### config.mk
export PLATFORM = sky130hd
export DESIGN_NAME = data_mem_responder_flat
export DESIGN_NICKNAME = d
export VERILOG_FILES = /design/src/rtl/data_mem_responder_if.sv /design/src/rtl/data_mem_responder.sv /design/src/flat_wrapper.sv
export SDC_FILE = /design/constraint.sdc
export NUM_CORES = 2
export LEC_CHECK = 0
export ABC_AREA = 1
export CAP_MARGIN = 10
export CORE_UTILIZATION = 45
export DETAILED_ROUTE_END_ITERATION = 12
export HOLD_SLACK_MARGIN = 0.05
export SLEW_MARGIN = 20
export SYNTH_ARGS = -nofsm -noshare
export SYNTH_HDL_FRONTEND = slang
export SYNTH_SLANG_ARGS = --single-unit
### constraint.sdc
create_clock -name CLK -period 7.8 [get_ports CLK]
set_clock_uncertainty 0.2 [all_clocks]
set_input_delay 1.95 -clock CLK [delete_from_list [all_inputs] [get_ports CLK]]
set_output_delay 1.95 -clock CLK [all_outputs]
set_load 0.05 [all_outputs]
### src/rtl/data_mem_responder_if.sv
// Core-side load/store port: byte address, store data, strobes and combinational load data.
interface data_mem_responder_if;
  logic        MemWrite;
  logic        MemRead;
  logic [31:0] Addr;
  logic [31:0] WriteData;
  logic [31:0] ReadData;

  modport master (
    output MemWrite,
    output MemRead,
    output Addr,
    output WriteData,
    input  ReadData
  );

  modport slave (
    input  MemWrite,
    input  MemRead,
    input  Addr,
    input  WriteData,
    output ReadData
  );
endinterface

### src/rtl/data_mem_responder.sv
// Load/store responder: word RAM plus GPIO/timer/status page; reads are combinational, writes commit on CLK.
// No backpressure: every access completes in its own cycle; bad accesses set a sticky err flag instead.
module data_mem_responder #(
  parameter int RAM_DEPTH = 64,
  parameter int IO_WIDTH  = 16
) (
  input  logic                  CLK,
  input  logic                  reset,
  data_mem_responder_if.slave   mem,
  output logic [IO_WIDTH-1:0]   io_out,
  input  logic [IO_WIDTH-1:0]   io_in,
  output logic                  irq
);

  localparam int AW = $clog2(RAM_DEPTH);

  localparam logic [23:0] PAGE_BASE  = 24'h800000;
  localparam logic [7:0]  OFS_IO_OUT = 8'h00;
  localparam logic [7:0]  OFS_IO_IN  = 8'h04;
  localparam logic [7:0]  OFS_TIMER  = 8'h08;
  localparam logic [7:0]  OFS_CMP    = 8'h0C;
  localparam logic [7:0]  OFS_STATUS = 8'h10;

  logic [31:0]         r_ram [RAM_DEPTH];
  logic [IO_WIDTH-1:0] r_io_out;
  logic [IO_WIDTH-1:0] r_sync1;
  logic [IO_WIDTH-1:0] r_sync2;
  logic [31:0]         r_timer;
  logic [31:0]         r_cmp;
  logic                r_match;
  logic                r_err;

  logic          w_aligned;
  logic          w_ram_hit;
  logic          w_page_hit;
  logic          w_sel_io_out;
  logic          w_sel_io_in;
  logic          w_sel_timer;
  logic          w_sel_cmp;
  logic          w_sel_status;
  logic          w_mapped;
  logic          w_access;
  logic          w_err;
  logic          w_wr;
  logic          w_rd;
  logic [AW-1:0] w_idx;
  logic [31:0]   w_io_out_ext;
  logic [31:0]   w_io_in_ext;
  logic [31:0]   w_status;
  logic [31:0]   w_rdata;
  logic [31:0]   w_timer_nxt;
  logic          w_match_set;
  logic [1:0]    w_clr;

  // Address decode and error qualification
  always_comb begin
    w_aligned    = (mem.Addr[1:0] == 2'b00);
    w_ram_hit    = (mem.Addr[31:AW+2] == '0);
    w_page_hit   = (mem.Addr[31:8] == PAGE_BASE);
    w_sel_io_out = w_page_hit && (mem.Addr[7:0] == OFS_IO_OUT);
    w_sel_io_in  = w_page_hit && (mem.Addr[7:0] == OFS_IO_IN);
    w_sel_timer  = w_page_hit && (mem.Addr[7:0] == OFS_TIMER);
    w_sel_cmp    = w_page_hit && (mem.Addr[7:0] == OFS_CMP);
    w_sel_status = w_page_hit && (mem.Addr[7:0] == OFS_STATUS);
    w_mapped     = w_ram_hit | w_sel_io_out | w_sel_io_in | w_sel_timer |
                   w_sel_cmp | w_sel_status;
    w_access     = mem.MemWrite | mem.MemRead;
    w_err        = w_access &&
                   (!w_aligned || !w_mapped || (mem.MemWrite && mem.MemRead));
    w_wr         = mem.MemWrite && !w_err;
    w_rd         = mem.MemRead && !w_err;
    w_idx        = mem.Addr[AW+1:2];
  end

  always_comb begin
    w_io_out_ext                 = '0;
    w_io_out_ext[IO_WIDTH-1:0]   = r_io_out;
    w_io_in_ext                  = '0;
    w_io_in_ext[IO_WIDTH-1:0]    = r_sync2;
    w_status                     = {30'd0, r_err, r_match};
  end

  // Read mux; the array read sees pre-edge contents, so read-during-write returns old data
  always_comb begin
    w_rdata = '0;
    if (w_rd) begin
      if (w_ram_hit)         w_rdata = r_ram[w_idx];
      else if (w_sel_io_out) w_rdata = w_io_out_ext;
      else if (w_sel_io_in)  w_rdata = w_io_in_ext;
      else if (w_sel_timer)  w_rdata = r_timer;
      else if (w_sel_cmp)    w_rdata = r_cmp;
      else if (w_sel_status) w_rdata = w_status;
    end
  end

  assign mem.ReadData = w_rdata;

  // A TIMER write replaces the increment, and match compares against that same next value
  always_comb begin
    w_timer_nxt = (w_wr && w_sel_timer) ? mem.WriteData : r_timer + 32'd1;
    w_match_set = (w_timer_nxt == r_cmp);
    w_clr       = (w_wr && w_sel_status) ? mem.WriteData[1:0] : 2'b00;
  end

  always_ff @(posedge CLK) begin
    if (!reset && w_wr && w_ram_hit) begin
      r_ram[w_idx] <= mem.WriteData;
    end
  end

  always_ff @(posedge CLK) begin
    if (reset) begin
      r_io_out <= '0;
      r_sync1  <= '0;
      r_sync2  <= '0;
      r_timer  <= '0;
      r_cmp    <= '0;
      r_match  <= 1'b0;
      r_err    <= 1'b0;
    end else begin
      r_sync1 <= io_in;
      r_sync2 <= r_sync1;
      r_timer <= w_timer_nxt;
      if (w_wr && w_sel_io_out) r_io_out <= mem.WriteData[IO_WIDTH-1:0];
      if (w_wr && w_sel_cmp)    r_cmp    <= mem.WriteData;
      // Set has priority over a same-edge write-1-to-clear
      r_match <= w_match_set | (r_match & ~w_clr[0]);
      r_err   <= w_err       | (r_err   & ~w_clr[1]);
    end
  end

  assign io_out = r_io_out;
  assign irq    = r_match;

endmodule

### src/flat_wrapper.sv
// flat-port wrapper written by rule: the top's interface ports become plain ports
module data_mem_responder_flat 
#(
  parameter int RAM_DEPTH = 64,
  parameter int IO_WIDTH  = 16
)
  (CLK, reset, io_out, io_in, irq, mem_MemWrite, mem_MemRead, mem_Addr, mem_WriteData, mem_ReadData);
  data_mem_responder_if mem_i ();
  input  logic CLK;
  input  logic reset;
  output logic [IO_WIDTH-1:0] io_out;
  input  logic [IO_WIDTH-1:0] io_in;
  output logic irq;
  input wire logic [$bits(mem_i.MemWrite)-1:0] mem_MemWrite;
  input wire logic [$bits(mem_i.MemRead)-1:0] mem_MemRead;
  input wire logic [$bits(mem_i.Addr)-1:0] mem_Addr;
  input wire logic [$bits(mem_i.WriteData)-1:0] mem_WriteData;
  output wire logic [$bits(mem_i.ReadData)-1:0] mem_ReadData;
  assign mem_i.MemWrite = mem_MemWrite;
  assign mem_i.MemRead = mem_MemRead;
  assign mem_i.Addr = mem_Addr;
  assign mem_i.WriteData = mem_WriteData;
  assign mem_ReadData = mem_i.ReadData;
  data_mem_responder #(.RAM_DEPTH(RAM_DEPTH), .IO_WIDTH(IO_WIDTH)) u_core (.CLK(CLK), .reset(reset), .mem(mem_i), .io_out(io_out), .io_in(io_in), .irq(irq));
endmodule
# Yosys cells after proc, flatten, opt, wreduce, memory -nomap -nowiden
# Memory sizes are Yosys's and may differ from the RTL's.
# Index checks and enable logic that the tools add are counted.
totals:
  register_bits: 114
  ram_bits: 2048
  inputBits: 84
  elab_cells: 62
  memories: 1
mem_list:
  columns: ["memory", "words", "word_bits", "rd", "rd_ports_with_merged_regs", "write_ports", "line_no", "source"]
  rows:
  - ["u_core.r_ram", 64, 32, 1, 0, 1, "data_mem_responder.sv:24", "logic [31:0] r_ram [RAM_DEPTH];"]
op_classes:
  addsub: 1
  n_eq_ne: 6
  muxes: 11
  bitwise: 12
  reduce_logical: 24
op_table:
  columns: ["op", "count"]
  rows:
  - ["2-to-1 mux 32 bit", 7]
  - ["adder 32 x 1 -> 32 bit (second input constant)", 1]
  - ["equality test 32 bit", 1]
  - ["equality test 24 bit (second input constant)", 1]
  - ["zero test 24 bit", 1]
  - ["equality test 8 x 4 -> 1 bit (second input constant)", 2]
  - ["logical AND 1 bit", 15]
  - ["equality test 8 x 3 -> 1 bit (second input constant)", 1]
  - ["equality test 8 x 5 -> 1 bit (second input constant)", 1]
  - ["zero test 8 bit", 1]
  - ["bitwise OR 1 bit", 8]
  - ["zero test 1 bit", 4]
  - ["2-to-1 mux 2 bit", 2]
  - ["bitwise AND 1 bit", 2]
  - ["zero test 2 bit", 1]
  - ["logical OR 1 bit", 2]
  - ["2-to-1 mux 1 bit", 2]
  - ["inverter 1 bit", 2]

# Logic depth before layout (Yosys ltp)
logic_depth:
  word_depth: 18
  ltp_mapped: 22
  ltp_nobuf: 21

# Worst setup path before layout
# Ideal clock, no wire load.
synth_path:
  kind: "in2out"
  startpoint: "in mem_Addr[3]"
  endpoint: "out mem_ReadData[5]"
  t_arrival_ps: 4626
  t_required_ps: 5650
  setup_slack_ps: 1024
  path_stages: 10
  cell_sequence: "nand2_1 > buf_2 > clkbuf_1 > clkbuf_1 > o22ai_1 > o31ai_1 > o31ai_1 > a21oi_1 > o311ai_0 > a211oi_1"
synth_via:
  elab_chain_len: 14
  elab_cells_between_ends: 28
synth_lines:
  columns: ["item", "line_no", "source"]
  rows:
  - ["start: declaration", "flat_wrapper.sv:16", "input wire logic [$bits(mem_i.Addr)-1:0] mem_Addr;"]
  - ["zero test 8 bit", "data_mem_responder.sv:60", "w_sel_io_out = w_page_hit && (mem.Addr[7:0] == OFS_IO_OUT);"]
  - ["logical AND 1 bit", "data_mem_responder.sv:60", null]
  - ["bitwise OR 1 bit (4 in a row)", "data_mem_responder.sv:65", "w_mapped = w_ram_hit | w_sel_io_out | w_sel_io_in | w_sel_timer |"]
  - ["bitwise OR 1 bit", "data_mem_responder.sv:66", "w_sel_cmp | w_sel_status;"]
  - ["zero test 1 bit", "data_mem_responder.sv:69", "(!w_aligned || !w_mapped || (mem.MemWrite && mem.MemRead));"]
  - ["logical OR 1 bit (2 in a row)", "data_mem_responder.sv:69", null]
  - ["logical AND 1 bit", "data_mem_responder.sv:68", "w_err = w_access &&"]
  - ["zero test 1 bit", "data_mem_responder.sv:71", "w_rd = mem.MemRead && !w_err;"]
  - ["logical AND 1 bit", "data_mem_responder.sv:71", null]
  - ["2-to-1 mux 32 bit *", "data_mem_responder.sv:86", "if (w_rd) begin"]
  - ["end: declaration", "flat_wrapper.sv:18", "output wire logic [$bits(mem_i.ReadData)-1:0] mem_ReadData;"]
# Mark *: on every way between the ends. The rest lies on a longest branch, timed or not.

# Final worst setup path
layout_path:
  startpoint: "in mem_Addr[2]"
  endpoint: "out mem_ReadData[5]"
# Same word-level chain as after synthesis.

==> results.sh <==
export IMPL_status="completed"
export IMPL_area_growth_syn_to_layout_pct=18.6
export IMPL_grt_busiest_layer="met2"
export IMPL_total_power_mw=24.0
export IMPL_seq_power_share=0.529
export IMPL_rr_startpoint="u_core.r_timer[2]$_SDFF_PP0_"
export IMPL_rows=155
export IMPL_postRouteAntennaNets=0
export IMPL_grt_pass1_vias=51400
export IMPL_cts_sinks=2162
export IMPL_overflow=0
export IMPL_top_level_ports=133
export IMPL_cts_buffer_depth=3
export IMPL_dr_pass1_iters=5
export IMPL_leakagePower_nw=30.7
export IMPL_crit_chain="clkdlybuf4s50_1 > inv_1 > nand2_4 > buf_4 > buf_12 > buf_4 > o22ai_1 > o31ai_1 > o31ai_1 > nor2_1 > o311ai_4 > a211oi_1 > buf_4 > buf_12"
export IMPL_cts_buffers=213
export IMPL_ys_flop_type="edfxtp_1"
export IMPL_max_cap_violations=0
export IMPL_core_area_um2=179000
export IMPL_pwr_share_comb=0.053
export IMPL_start_util=0.455
export IMPL_cts_tree="yes"
export IMPL_fillers=14400
export IMPL_setup_violations=0
export IMPL_seqCellArea_um2=63800
export IMPL_global_route_usage_met2=0.438
export IMPL_grtUsageTotal=0.292
export IMPL_netlist_area_um2=81400
export IMPL_fmax_mhz=128
export IMPL_nets=6036
export IMPL_synth_cell_types=53
export IMPL_dp_hpwl_um=160000
export IMPL_multiInputGateArea_um2=16100
export IMPL_min_path_cells=2
export IMPL_die_area_um2=183000
export IMPL_timing_rr_end="u_core.irq$_SDFF_PP0_"
export IMPL_max_slew_margin_rel=0.192
export IMPL_p_switching_mw=5.39
export IMPL_crit_required_ns=5.65
export IMPL_syn_inst=5511
export IMPL_port_buffers=132
export IMPL_ys_top_cells_by_area="edfxtp_1 76%, o22ai_1 7.3%, dfxtp_1 2.8%, nand2_1 1.9%, nor3_1 1.7%"
export IMPL_final_common_cell="edfxtp_1"
export IMPL_cp_num_buf_inv=7
export IMPL_yosys_area_share_adder=0.000154
export IMPL_place_gp_congestion=0.943
export IMPL_holdPathEnd="u_core.r_sync2[14]$_SDFF_PP0_"
export IMPL_synth_top_family_by_area="compound AO/OA/AOI/OAI gates"
export IMPL_cp_top_family="buffers and inverters"
export IMPL_crit_path_top_delay_cell="clkdlybuf4s50_1"
export IMPL_arrival_ns=5.64
export IMPL_pwr_share_clk=0.418
export IMPL_cp_end_kind="output port"
export IMPL_finalCritPeriodShare=0.999
export IMPL_clk_transition_reported_paths_ns=0.05
export IMPL_vias=53900
export IMPL_drc=0
export IMPL_drt_iter0_drc=7946
export IMPL_instances_no_fill=8488
export IMPL_drive_gt1_frac=0.158
export IMPL_max_stage_delay_ns=0.61
export IMPL_path_common_cell="buf_4"
export IMPL_grtUsageMet1=0.406
export IMPL_yosysTopAreaCellShare=0.755
export IMPL_tns_ns=0
export IMPL_r2r_slack_ns=4.53
export IMPL_holdWs_ns=0.206
export IMPL_clk_latency_ns=0.89
export IMPL_critical_path_class="input port to output port"
export IMPL_synthXorXnorAreaFrac=0.00269
export IMPL_post_cts_setup_buffer_count=0
export IMPL_synth_simple_gate_area_frac=0.0636
export IMPL_critical_path_max_fanout=27
export IMPL_grt_pass1_wl_um=378000
export IMPL_vdd_ir_drop_worst_mv=0.208
export IMPL_async_flop_share=0
export IMPL_layout_common_cells="2048 x edfxtp_1, 953 x o22ai_1, 402 x nand2_1, 356 x buf_4, 277 x nor2_1"
export IMPL_wirelength_um=270000
export IMPL_postSynthAreaPerCell_um2=14.8
export IMPL_critPathLaunchType="input port"
export IMPL_htree_levels=4
export IMPL_yosysWarnings=0
export IMPL_dpl_cell_count=8091
export IMPL_synth_seq_cells=2162
export IMPL_dieWidth_um=427
export IMPL_power_density_nw_per_um2=249
export IMPL_muxShareOfSynthArea=0
export IMPL_hold_viol_final=0
export IMPL_period_needed_ns=7.79
export IMPL_worstRegToRegCells=17
export IMPL_synth_compound_area_frac=0.124
export IMPL_antenna_found_initial=14
export IMPL_cts_root_buf="clkbuf_16"
export IMPL_die_y_um=427
export IMPL_min_path_type="flop to flop"
export IMPL_swShare=0.224
export IMPL_worstMarginPinSlew_ns=1.21
export IMPL_hold_start="u_core.r_sync1[14]$_SDFF_PP0_"
export IMPL_wl_per_cell_um=31.9
export IMPL_synth_edf_count=2048
export IMPL_yosys_area_top_type="edfxtp_1"
export IMPL_crit_start="mem_Addr[2]"
export IMPL_met3_usage=0.0671
export IMPL_rsz0062_at_grt="false"
export IMPL_yosysSeqAreaShare=0.783
export IMPL_vias_per_cell=6.34
export IMPL_maxSlewViolCount=0
export IMPL_p_int_mw=18.6
export IMPL_grt_max_degree=96
export IMPL_synth_nets=5596
==> metal layers <==
metal  wire, µm  vias up
met1     106000    27400
met2     121000     3287
met5         46        -
met3      31100      468
met4      12700        6
li1           -    22700
==> logic make-up after synthesis <==
group | after synthesis
buf+inv | 541
simple gates | 1184
flops | 2162
xor+xnor | 25
compound gates | 1598
fa+ha+maj | 1
==> area by class of cell <==
cell class / count / area share
timing repair buffer: 588 / 0.0638
clock inverter: 130 / 0.0122
multi-input combinational: 2808 / 0.167
antenna: 8 / 0.000207
inverter: 178 / 0.00703
sequential: 2162 / 0.661
tap: 2355 / 0.0305
clock buffer: 259 / 0.0582
==> repair_timing <==
action,in CTS,in global routing
endpoints found under the setup margin,6,11
resized for setup,8,18
hold buffers,0,0
==> registers in the layout, summed over array words and instances, names as in the netlist <==
signal,count
u_core.r_sync2,16
u_core.io_out,16
u_core.r_err,1
u_core.irq,1
u_core.r_sync1,16
u_core.r_timer,32
u_core.r_ram,2048
u_core.r_cmp,32
==> worst max-delay path by stage <==
stage                        to  slack (ns)  depth (start not counted)
6_report        mem_ReadData[5]       0.006                         14
2_1_floorplan   mem_ReadData[5]        1.02                         10
3_5_place_dp    mem_ReadData[4]       -0.34                         14
4_1_cts         mem_ReadData[4]        0.02                         14
5_1_grt        mem_ReadData[12]       0.003                         19
3_3_place_gp    mem_ReadData[4]       -0.31                         14
==> cells in the mapped netlist (all sizes together) (6+ instances only) <==
master	count
edfxtp	2048
o22ai	953
nand2	411
nor2	353
nor3	272
clkbuf	226
o21ai	195
inv	173
a21oi	138
buf	137
dfxtp	114
o31ai	98
nand3	78
a211oi	62
nand4	32
o311ai	32
or2	25
xor2	21
a22oi	16
o221ai	16
o32ai	14
a221oi	12
o21a	12
o41ai	12
a41oi	10
a31oi	9
a22o	6
==> through the flow <==
stage,instance area (µm²),util,worst slack (ns)
floorplan,81400,-,1.02
global placement,89600,0.501,-0.313
detailed placement,89600,0.501,-0.341
CTS,96400,0.539,0.0159
global route,96500,0.539,0.00256
finish,96500,0.539,0.00576
==> power groups by stage <==
stage / Combinational [mW] / Sequential, mW / Clock (mW)
floorplan: 0.508 / 13.0 / 0
global placement: 1.23 / 12.9 / 0
detailed placement: 1.25 / 12.9 / 0
CTS: 1.25 / 12.7 / 10.1
global route: 1.34 / 12.7 / 10.5
finish: 1.28 / 12.7 / 10.0
==> tightest hold or removal path, cell delays in order (launching register included) <==
cell and delay (ns):
dfxtp_1 0.29, inv_1 0.04, nor2_1 0.03
Power figures use the tool's default switching activity.
